==> src/rtl/bob_ctrl.sv <==
// Sequencer for the branch ordering buffer: head/tail bookkeeping, in-order
// retire, and the mispredict recovery walk (read saved state, restore, flush).
module bob_ctrl #(
   parameter int DEPTH    = 16,
   parameter int LOGDEPTH = 4
) (
   input  logic                clock,
   input  logic                reset,
   input  logic                alloc_req_i,
   output logic                alloc_gnt_o,
   output logic [LOGDEPTH-1:0] alloc_tag_o,
   output logic                buf_we_o,
   output logic [LOGDEPTH-1:0] buf_windex_o,
   output logic [LOGDEPTH-1:0] buf_rindex_o,
   input  logic                retire_vld_i,
   output logic                retire_rdy_o,
   input  logic                mispred_vld_i,
   input  logic [LOGDEPTH-1:0] mispred_tag_i,
   output logic                restore_vld_o,
   output logic                flush_o,
   output logic                stall_o,
   output logic [LOGDEPTH:0]   count_o,
   output logic                empty_o,
   output logic                full_o,
   output logic                err_o
);

   typedef enum logic [1:0] {
      IDLE    = 2'd0,
      RD      = 2'd1,
      RESTORE = 2'd2,
      FLUSH   = 2'd3
   } state_t;

   localparam logic [LOGDEPTH:0] FULL_COUNT = DEPTH[LOGDEPTH:0];

   state_t              state, state_nxt;
   logic [LOGDEPTH:0]   head, head_nxt;
   logic [LOGDEPTH:0]   tail, tail_nxt;
   logic [LOGDEPTH:0]   count;
   logic [LOGDEPTH-1:0] cap_tag, cap_tag_nxt;
   logic [LOGDEPTH-1:0] mis_age;
   logic [LOGDEPTH-1:0] cap_age;
   logic                err, err_nxt;
   logic                full, empty;
   logic                tag_valid, tag_older;
   logic                retire_fire;

   // Pointers carry a wrap bit so a completely full buffer is distinguishable from empty.
   assign count       = tail - head;
   assign full        = (count == FULL_COUNT);
   assign empty       = (count == '0);

   assign mis_age     = mispred_tag_i - head[LOGDEPTH-1:0];
   assign cap_age     = cap_tag - head[LOGDEPTH-1:0];
   assign tag_valid   = ({1'b0, mis_age} < count);
   assign tag_older   = (mis_age < cap_age);

   assign alloc_gnt_o  = alloc_req_i & ~full & (state == IDLE) & ~mispred_vld_i;
   assign retire_rdy_o = (state == IDLE) & ~empty & ~mispred_vld_i;
   assign retire_fire  = retire_rdy_o & retire_vld_i;

   always_comb begin
      state_nxt   = state;
      head_nxt    = head;
      tail_nxt    = tail;
      cap_tag_nxt = cap_tag;
      err_nxt     = err | (retire_vld_i & empty);

      case (state)
         IDLE: begin
            if (alloc_gnt_o) tail_nxt = tail + 1'b1;
            if (retire_fire) head_nxt = head + 1'b1;
            if (mispred_vld_i) begin
               if (tag_valid) begin
                  cap_tag_nxt = mispred_tag_i;
                  tail_nxt    = head + {1'b0, mis_age} + 1'b1;
                  state_nxt   = RD;
               end else begin
                  err_nxt = 1'b1;
               end
            end
         end
         RD, RESTORE: begin
            state_nxt = (state == RD) ? RESTORE : FLUSH;
            // Only an older branch can override; younger ones are already squashed.
            if (mispred_vld_i && tag_valid && tag_older) begin
               cap_tag_nxt = mispred_tag_i;
               tail_nxt    = head + {1'b0, mis_age} + 1'b1;
               state_nxt   = RD;
            end
         end
         FLUSH: begin
            state_nxt = IDLE;
         end
         default: begin
            state_nxt = IDLE;
         end
      endcase
   end

   always_ff @(posedge clock or posedge reset) begin
      if (reset) begin
         state   <= IDLE;
         head    <= '0;
         tail    <= '0;
         cap_tag <= '0;
         err     <= 1'b0;
      end else begin
         state   <= state_nxt;
         head    <= head_nxt;
         tail    <= tail_nxt;
         cap_tag <= cap_tag_nxt;
         err     <= err_nxt;
      end
   end

   assign alloc_tag_o   = tail[LOGDEPTH-1:0];
   assign buf_we_o      = alloc_gnt_o;
   assign buf_windex_o  = tail[LOGDEPTH-1:0];
   // The RAM read is registered, so the captured entry shows up on the data bus in RESTORE.
   assign buf_rindex_o  = ((state == RD) || (state == RESTORE)) ? cap_tag : head[LOGDEPTH-1:0];
   assign restore_vld_o = (state == RESTORE);
   assign flush_o       = (state == FLUSH);
   assign stall_o       = full | (state != IDLE);
   assign count_o       = count;
   assign empty_o       = empty;
   assign full_o        = full;
   assign err_o         = err;

endmodule

==> config.mk <==
export PLATFORM = sky130hd
export DESIGN_NAME = bob_ctrl
export DESIGN_NICKNAME = d
export VERILOG_FILES = /design/src/rtl/bob_ctrl.sv
export SDC_FILE = /design/constraint.sdc
export NUM_CORES = 1
export LEC_CHECK = 0
export BUFFER_PORTS_ARGS = -buffer_cell sky130_fd_sc_hd__buf_2
export CORE_ASPECT_RATIO = 0.8
export CORE_MARGIN = 2
export CORE_UTILIZATION = 40
export CTS_BUF_LIST = sky130_fd_sc_hd__clkbuf_16
export CTS_CLUSTER_DIAMETER = 150
export DETAILED_ROUTE_END_ITERATION = 7
export PLACE_DENSITY = 0.62
export SLEW_MARGIN = 20
export SYNTH_ARGS = -nofsm -noshare
export SYNTH_HDL_FRONTEND = slang
export SYNTH_SLANG_ARGS = --single-unit
==> constraint.sdc <==
create_clock -name clock -period 4.9 [get_ports clock]
set_input_delay 0.98 -clock clock [delete_from_list [all_inputs] [get_ports clock]]
set_output_delay 0.98 -clock clock [all_outputs]
set_load 0.01 [all_outputs]
Word-level counts from Yosys, hierarchy flattened. Index checks and enable logic that the tools add are counted.

Add/subtract/negate cells: 7. Magnitude comparators: 2. Equality and inequality tests: 7. Muxes and demuxes: 18. Bitwise operators: 12. Reduce and logical (&&, ||, !) cells: 12.

Operator list (number): $mux W5 (4); $mux W4 (4); $add A5 B1 Y5 const B (3); $pmux W5 S2 (1); $pmux W4 S2 (1); $sub A4 B4 Y4 (2); $and A1 B1 Y1 (7); $mux W2 (3); $ne A2 B2 Y1 const B (3); $pmux W2 S3 (1); $reduce_and A2 Y1 (3); $add A5 B4 Y5 (1); $eq A5 B5 Y1 const B (1); $logic_not A5 Y1 (1); $lt A4 B5 Y1 (1); $sub A5 B5 Y5 (1); $eq A2 B2 Y1 const B (2); $lt A4 B4 Y1 (1); $mux W1 (4); $reduce_and A4 Y1 (1); $reduce_bool A2 Y1 (2); $not A1 Y1 (3); $eq A2 B1 Y1 const B (1); $logic_and A1 B1 Y1 (2); 4 further kinds (5).

Register bits after elaboration: 17. Input bits: 9. Output and inout port bits: 26. Logic and storage cells: 63.

Longest topological paths before layout. Gate-level depths: netlist of run 1.

Depth after elaboration: 10. Mapped depth: 13. Depth with buffers taken out: 13.

Worst setup path after synthesis of run 1. Ideal clock, no wire load.

Path kind: input-to-reg. Start point: input mispred_tag_i[0]. End point: register tail[3]. Setup time: 0.126 ns. Arrival: 3.419 ns. Required time: 4.774 ns. Path slack: 1.355 ns. Stages: 12. Buffers on the path: 0. Cell sequence: inv_1 ha_1 inv_1 fa_1 xor2_1 ha_1 a21o_1 a31oi_1 xor2_1 nor4_1 or3_1 a221o_1.

Longest elaborated chain between the ends: 6. Elaborated cells on any way between the ends: 13. Classes of those cells: add/sub: 3; order compare: 2; eq/ne: 1; mux: 4; reduce/logical: 3.

Ends and longest elaborated chain: from (decl) (line 18) `input logic [LOGDEPTH-1:0] mispred_tag_i,`; $sub A4 B4 Y4 (*) (line 54) `assign mis_age = mispred_tag_i - head[LOGDEPTH-1:0];`; $add A5 B4 Y5 or $lt A4 B5 Y1 (tied branches) (line 77, 89, 56); $add A5 B1 Y5 or $logic_and A1 B1 Y1 (tied branches) (line 77, 89, 87); $mux W5 or $logic_and A1 B1 Y1 (tied branches) (line 75, 87); $mux W5 or $ne A2 B2 Y1 (tied branches); $pmux W5 S2 or $reduce_and A2 Y1 (tied branches); to (signal assigned) (line 112) `tail <= tail_nxt;`; to (decl) (line 39) `logic [LOGDEPTH:0] tail, tail_nxt;`.

Mark *: on every way between the ends. The rest lies on a longest branch, timed or not. The select of a mux whose other input is x is not followed. A chain may end at the register's enable or synchronous reset.

Worst setup path in the final report of run 1.
Start point: input mispred_tag_i[0]. End point: register cap_tag[3].

Longest elaborated chain between the ends: 6. Elaborated cells on any way between the ends: 8. Classes of those cells: add/sub: 1; order compare: 2; eq/ne: 2; reduce/logical: 3.

Ends and longest elaborated chain: $sub A4 B4 Y4 (*) (line 54); $lt A4 B5 Y1 (line 56) `assign tag_valid = ({1'b0, mis_age} < count);`; $logic_and A1 B1 Y1 (2 in series) (line 87) `if (mispred_vld_i && tag_valid && tag_older) begin`; $ne A2 B2 Y1 (no line); $reduce_and A4 Y1 (no line) (*); to (signal assigned) (line 113) `cap_tag <= cap_tag_nxt;`; to (decl) (line 41) `logic [LOGDEPTH-1:0] cap_tag, cap_tag_nxt;`.

Mark *: on every way between the ends. The rest lies on a longest branch, timed or not.

==> flow_summary.ini, run 1 <==
[hold_path]
holdPathStages = 1
hold_class = reg2reg

[sta]
timing.hold.ws_ns = 0.4816
fmax_mhz = 272.9
tns_ns = 0
slew_headroom = 0.5181
setup_viol = 0
slew_violations = 0
worstMarginPinSlew_ns = 0.7221
rsz0062_at_grt = false
fin_crit_sh = 0.7479
skew_ns = 0.003263
hold_viol = 0
period_needed_ns = 3.665

[logic_synthesis]
ys_types = 46
ys_top_cells_by_area = dfrtp_1, ha_1, xnor2_1, inv_1, fa_1
synthArstFlopShare = 1.000
synth_fa_ha_area_frac = 0.2339
netlist_area_um2 = 1787
ys.warnings.count = 0
synth-seq-cells = 17
synth_top_area_frac = 0.2381
ys_seq_area_frac = 0.2381
synthMuxAreaShare = 0.02451
synth_edf_count = 0
synth_compound_area_frac = 0.2003
synth_nets = 238
synth_simple_gate_area_frac = 0.1275
synth_cells = 198
yosysTopAreaCell = dfrtp_1
avgSynthCellArea_um2 = 9.024
synth_commonest_cells = ha_1, inv_1, dfrtp_1, nand2_1
synth_ff_type = dfrtp_1
synth_most_common_cell = ha_1
synth_top_family_by_area = adder cells
synth-xor-area-share = 0.07843

[global_route]
gr-total-overflow = 0
gr-max-usage-layer = met1
grt_pass1_vias = 1365
antenna_found_initial = 0
grtUsageMet1 = 0.2613
grt.met2_usage = 0.2553
met3_usage = 0.04944
grt_max_degree = 18
grt_first_pass_wirelength_mm = 6.927
grt_use_total = 0.1760

[flow_run]
maxCapViolCount = 0

[placement]
port-buffer-count = 34
gp_congestion = 0.8129
hpwlAfterDp_mm = 3.180
numPlacedInstances = 277

[cells_and_area]
nets = 265
syn2layout_area_growth_pct = 13.45
instances_no_fill = 281
drive_above_1_share = 0.2098
final_util = 0.4791
diodes = 0

[floorplanning]
rows = 21
design.core.area_um2 = 4230
initial_core_util = 0.4224
die_width_um = 78.72
die_area_um2 = 5021
chipHeight_um = 63.78
io_pins = 35

[cts]
cts_resized = 0
holdBufCountCts = 0
h-tree-depth = 1
cts_root_buf = clkbuf_16
cts.clk_slew.worst_paths_ns = 0.06
cts_setup_buffers = 0
cts_made_buffers = 3
clockBufferDepth = 2
cts_tree = done
insertion_delay_ns = 0.25
cts_sinks = 17

[worst_setup_path]
start_kind = primary input
worstSetupPathType = in2reg
required_ns = 5.04
crit_path_end_kind = register
cp_max_fo = 8
r2r_cells = 12
critPathArrivalTime_ns = 3.80

[detailed_routing]
detail_route.first_pass.iterations = 4
wl_mm = 3.981
drc_errors = 0
drt_iter0_drc = 94
viasPerCell = 5.349
avgRoutedWirePerCell_um = 14.17
ant_nets = 0
via_count = 1503

[status]
outcome = complete, no violations
sequential cells by signal, summed over array words and instances, names as in the netlist:
name / flops
tail: 5
head: 5
cap_tag: 4
state: 2
err_o: 1
critical path, stage by stage:
cell	delay (ns)
buf_2	0.09
inv_1	0.09
ha_1	0.15
inv_1	0.06
fa_1	0.37
xor2_1	0.28
ha_1	0.29
o21a_1	0.17
o2bb2ai_1	0.35
o31ai_4	0.14
nor3_1	0.35
a21oi_2	0.18
mux2_2	0.31
area by class of cell:
type,instances,area [um2]
inverters,25,93.84
clock inverters,1,3.754
multi-input cells,144,1187
well taps,57,71.32
repair buffers,34,170.2
flip-flops and latches,17,425.4
fillers,404,2203
clock buffers,3,75.07
metal layers:
layer / wire [um] / vias to the layer above
met4: 26 / 0
met2: 1579 / 42
met1: 2131 / 714
met5: 0 / -
li1: - / 743
met3: 243 / 4
path summary, 6_finish.rpt:
check / startpoint / end / slack [ns]
max: mispred_tag_i[0] / cap_tag[3] / 1.24
min: err_o / err_o / 0.48
max reg2reg: head[1] / cap_tag[3] / 1.39
min reg2reg: err_o / err_o / 0.48
max in group asynchronous: reset / head[4] / 3.61
min in group asynchronous: reset / cap_tag[3] / 0.84
cells by family (layout without fill, tap and decap cells):
family                   count (synthesis)  count (layout)
XOR/XNOR                                16              16
buffers and inverters                   37              63
multiplexers                             4               4
adder cells (fa/ha/maj)                 31              31
flip-flops                              17              17
AND/OR/NAND/NOR                         44              44
AO/OA/AOI/OAI                           49              49
through the flow:
stage / cell area [um2] / worst slack, ns
final: 2027 / 1.235
after global routing: 2027 / 1.013
after CTS: 2027 / 1.234
after detailed placement: 1948 / 0.9837
after global placement: 1948 / 1.038
after floorplan: 1787 / 1.355
cell usage in the layout (no fill, tap or decap), drive strengths merged, types with 4 or more instances in the layout:
cell,count
buf,34
a32oi,4
dfrtp,17
inv,26
a21oi,11
ha,27
nor3,4
nand2,14
xor2,5
a21o,4
o21ai,11
fa,4
nor2,5
xnor2,11
Power of run 1 is not shown: default switching activity piles up to over one toggle a cycle in this logic, so the estimate is an artifact.
==> run 2: changes to the inputs <==
--- a/config.mk
+++ b/config.mk
@@ -5,6 +5,7 @@
 export SDC_FILE = /design/constraint.sdc
 export NUM_CORES = 1
 export LEC_CHECK = 0
+export ABC_AREA = 1
 export BUFFER_PORTS_ARGS = -buffer_cell sky130_fd_sc_hd__buf_2
 export CORE_ASPECT_RATIO = 0.8
 export CORE_MARGIN = 2
@@ -12,7 +13,7 @@
 export CTS_BUF_LIST = sky130_fd_sc_hd__clkbuf_16
 export CTS_CLUSTER_DIAMETER = 150
 export DETAILED_ROUTE_END_ITERATION = 7
-export PLACE_DENSITY = 0.62
+export PLACE_DENSITY = 0.64
 export SLEW_MARGIN = 20
 export SYNTH_ARGS = -nofsm -noshare
 export SYNTH_HDL_FRONTEND = slang
==> constraint.sdc (replaced) <==
create_clock -name clock -period 3.37 [get_ports clock]
set_input_delay 0.674 -clock clock [delete_from_list [all_inputs] [get_ports clock]]
set_output_delay 0.674 -clock clock [all_outputs]
set_load 0.01 [all_outputs]
==> flow_summary.ini, run 2 <==
[detailed_routing]
drc_errors = 0
drt_iter0_drc = 92
via_count = 1740
detail_route.first_pass.iterations = 4
viasPerCell = 4.793
wl_mm = 4.464
ant_nets = 0
avgRoutedWirePerCell_um = 12.30

[floorplanning]
io_pins = 35
die_area_um2 = 5488
initial_core_util = 0.4220
rows = 22
design.core.area_um2 = 4652
chipHeight_um = 66.66
die_width_um = 82.33

[cells_and_area]
drive_above_1_share = 0.1914
top_regs = head x5, tail x5, cap_tag x4
nets = 344
syn2layout_area_growth_pct = 13.26
diodes = 0
mostFrequentLayoutCell = nand2_1
final_cell_mix = nand2_1, inv_1, buf_2, ha_1, nand3_1

[logic_synthesis]
synth_edf_count = 0
synth_most_common_cell = nand2_1
ys_types = 31
synthArstFlopShare = 1.000
synth_cells = 275
synth_top_area_frac = 0.2167
synth_fa_ha_area_frac = 0.2129
synth-xor-area-share = 0.06692
ys_seq_area_frac = 0.2167
yosysTopAreaCell = dfrtp_1
synth_compound_area_frac = 0.06119
synth-seq-cells = 17
ys_top_cells_by_area = dfrtp_1, ha_1, nand2_1, inv_1, nand3_1
netlist_area_um2 = 1963
synth_commonest_cells = nand2_1, inv_1, ha_1, nand3_1, nor2_1
avgSynthCellArea_um2 = 7.139
synth_ff_type = dfrtp_1
ys.warnings.count = 0
synth_simple_gate_area_frac = 0.3250
synthMuxAreaShare = 0
synth_nets = 315
synth_top_family_by_area = simple AND/OR/NAND/NOR gates

[sta]
fin_ws_ns = 0.3002
slew_headroom = 0.5278
fin_crit_sh = 0.9109
timing.hold.ws_ns = 0.4727
worstMarginPinSlew_ns = 0.7075
fmax_mhz = 325.8
skew_ns = 0.005177
setup_viol = 0
rsz0062_at_grt = false
tns_ns = 0
hold_viol = 0
slew_violations = 0
period_needed_ns = 3.070

[cts]
cts_setup_buffers = 0
insertion_delay_ns = 0.25
cts_tree = done
holdBufCountCts = 0
cts.clk_slew.worst_paths_ns = 0.06
cts_sinks = 17
cts_resized = 0
cts_made_buffers = 3
cts_root_buf = clkbuf_16
h-tree-depth = 1
clockBufferDepth = 2

[global_route]
antenna_found_initial = 0
grt_pass1_vias = 1672
gr-total-overflow = 0
grt_use_total = 0.1850
grt_max_degree = 18
grt_first_pass_wirelength_mm = 7.859

[placement]
place_ws_ns = 0.1286
port-buffer-count = 34
gp_congestion = 0.8069
hpwlAfterDp_mm = 3.825

[worst_setup_path]
start_kind = register
required_ns = 2.70
critPathArrivalTime_ns = 2.40
crit_path_end_kind = output port
worstSetupPathType = reg2out
cp_max_fo = 6

[flow_run]
maxCapViolCount = 0

[status]
outcome = complete, no violations

[hold_path]
hold_class = reg2reg
[run 2: cell types whose count changed after synthesis, sizes merged, moves of 4 or more]
cell	change
nand2	+67
nor2	+19
xor2	+6
inv	+15
xnor2	-7
nand3	+24
o21ai	-4
a32oi	-4
[run 2: routing by layer]
metal,global-route usage,part of all wire
met1,0.2762,0.52
met2,0.2933,0.44
met3,0.02981,0.038
met4,0.006250,0.0018
met5,0,0
[run 2: path summary, 6_finish.rpt]
path / from / endpoint / slack, ns / depth (start not counted)
setup reg to reg: head[1] / cap_tag[0] / 0.46 / 15
hold / removal: err_o / err_o / 0.47 / 2
setup / recovery: tail[0] / alloc_gnt_o / 0.30 / 11
min in group asynchronous: reset / tail[0] / 0.53 / 2
hold reg to reg: err_o / err_o / 0.47 / 2
max in group asynchronous: reset / head[0] / 2.39 / 2
[run 2: worst max-delay path: stages, from the launching register on]
cell	delay [ns]
dfrtp_1	0.44
inv_1	0.10
ha_1	0.20
inv_1	0.10
fa_1	0.44
inv_1	0.09
nand2_1	0.06
nor2_2	0.16
nand3_1	0.17
nand4_2	0.17
inv_2	0.08
buf_2	0.14
[run 2: layout make-up]
class	count	area [um2]
fillers	476	2429
inverters	40	150.1
flip-flops and latches	17	425.4
clock buffers	3	75.07
well taps	60	75.07
multi-input cells	206	1308
clock inverters	1	5.005
repair buffers	36	185.2
[run 2: stage by stage]
| stage | cells | area, um2 | utilization |
|---|---|---|---|
| floorplan | 275 | 1963 | - |
| global placement | 359 | 2143 | 0.4607 |
| detailed placement | 359 | 2143 | 0.4607 |
| CTS | 363 | 2223 | 0.4779 |
| global route | 363 | 2223 | 0.4779 |
| finish | 363 | 2223 | 0.4779 |
[run 2: kinds of logic after synthesis]
| group | after synthesis |
|---|---|
| and+or+nand+nor | 139 |
| buffers and inverters | 52 |
| adders and majority gates | 31 |
| AOI/OAI and AO/OA | 21 |
| DFF | 17 |
| xor gates and xnor gates | 15 |
Power of run 2 is left out for the same reason.
==> run 3: changes to the inputs <==
--- a/config.mk
+++ b/config.mk
@@ -9,11 +9,11 @@
 export BUFFER_PORTS_ARGS = -buffer_cell sky130_fd_sc_hd__buf_2
 export CORE_ASPECT_RATIO = 0.8
 export CORE_MARGIN = 2
-export CORE_UTILIZATION = 40
+export CORE_UTILIZATION = 35
 export CTS_BUF_LIST = sky130_fd_sc_hd__clkbuf_16
 export CTS_CLUSTER_DIAMETER = 150
 export DETAILED_ROUTE_END_ITERATION = 7
-export PLACE_DENSITY = 0.64
+export PLACE_DENSITY = 0.57
 export SLEW_MARGIN = 20
 export SYNTH_ARGS = -nofsm -noshare
 export SYNTH_HDL_FRONTEND = slang
==> flow_summary.ini, run 3 (synthesis results as in run 2) <==
[status]
outcome = complete, no violations

[cells_and_area]
mostFrequentLayoutCell = nand2_1
drive_above_1_share = 0.1881
fillers = 564
top_regs = head x5, tail x5, cap_tag x4
final_cell_mix = nand2_1, inv_1, buf_2, ha_1, nand3_1
multi_input_area_um2 = 1308
diodes = 0
nets = 344
design_area_um2 = 2245
final_util = 0.4130
syn2layout_area_growth_pct = 14.34
seqCellArea_um2 = 425.4

[cts]
cts_made_buffers = 3
cts_setup_buffers = 0
insertion_delay_ns = 0.25
cts_sinks = 17
cts.clk_slew.worst_paths_ns = 0.05
clockBufferDepth = 2
h-tree-depth = 1
cts_tree = done
cts_resized = 0
cts_root_buf = clkbuf_16
holdBufCountCts = 0

[hold_path]
holdPathStages = 2
hold_end = err_o
hold_class = reg2reg
hp-start = err_o

[detailed_routing]
wl_mm = 4.668
ant_nets = 0
avgRoutedWirePerCell_um = 12.25
via_count = 1735
drc_errors = 0
detail_route.first_pass.iterations = 4
viasPerCell = 4.554
drt_iter0_drc = 92

[worst_setup_path]
r2r_cells = 15
required_ns = 2.70
worstSetupPathType = reg2out
critPathArrivalTime_ns = 2.43
reg2reg_slack_ns = 0.46
start_kind = register
rr_startpoint = head[1]
crit_start = tail[0]
cp_max_fo = 6
rr_endpoint = cap_tag[0]
crit_path_end_kind = output port

[sta]
slew_headroom = 0.5465
hold_viol = 0
slew_violations = 0
period_needed_ns = 3.100
worstMarginPinSlew_ns = 0.6795
skew_ns = 0.003216
rsz0062_at_grt = false
fmax_mhz = 322.6
tns_ns = 0
fin_ws_ns = 0.2704
setup_viol = 0
fin_crit_sh = 0.9198

[placement]
place_area_um2 = 2166
place_ws_ns = 0.1568
port-buffer-count = 34
hpwlAfterDp_mm = 3.894
gp_congestion = 0.8429

[global_route]
gr-total-overflow = 0
grt_max_degree = 18
grt_use_total = 0.1632
grt_first_pass_wirelength_mm = 8.052
grt_pass1_vias = 1666
antenna_found_initial = 0

[flow_run]
maxCapViolCount = 0

[floorplanning]
chipHeight_um = 70.99
die_width_um = 87.73
initial_core_util = 0.3612
io_pins = 35
die_area_um2 = 6228
design.core.area_um2 = 5435
rows = 24
==> run 3: cell type report <==
class | count | share of cell area
Clock buffer | 3 | 0.03344
Sequential cell | 17 | 0.1895
Timing Repair Buffer | 36 | 0.08250
Inverter | 40 | 0.06689
Clock inverter | 1 | 0.001672
Tap cell | 78 | 0.04348
Multi-Input combinational cell | 206 | 0.5825
==> run 3: layer usage <==
| layer | part of all wire | up-vias | GRT usage |
|---|---|---|---|
| li1 | - | 924 | - |
| met1 | 0.51 | 754 | 0.2444 |
| met2 | 0.42 | 57 | 0.2500 |
| met3 | 0.067 | 0 | 0.03617 |
| met4 | 0 | 0 | 0.01538 |
| met5 | 0 | - | 0 |
==> run 3: worst max-delay path by stage <==
stage / cells past startpoint / slack, ns / endpoint
floorplan: 17 / 0.63 / cap_tag[0]
global placement: 18 / 0.15 / cap_tag[0]
detailed placement: 18 / 0.16 / cap_tag[2]
CTS: 11 / 0.25 / buf_we_o
global route: 9 / 0.06 / alloc_gnt_o
finish: 12 / 0.27 / buf_we_o
==> run 3: metrics by stage <==
stage / instances / hold WS, ns
global placement: 377 / 0.4525
floorplan: 275 / 0.4673
finish: 381 / 0.4674
global route: 381 / 0.5112
detailed placement: 377 / 0.4565
CTS: 381 / 0.4684
==> run 3: worst max-delay path: stages (launching register included) <==
cell and delay [ns]:
dfrtp_1 0.44, inv_1 0.12, ha_1 0.15, inv_1 0.07, fa_1 0.43, nand3_2 0.11
nand2_1 0.08, nand2_1 0.10, nand2_4 0.07, nand3_1 0.15, nand4_2 0.19, inv_2 0.14
buf_2 0.14
Power of run 3 is left out for the same reason.
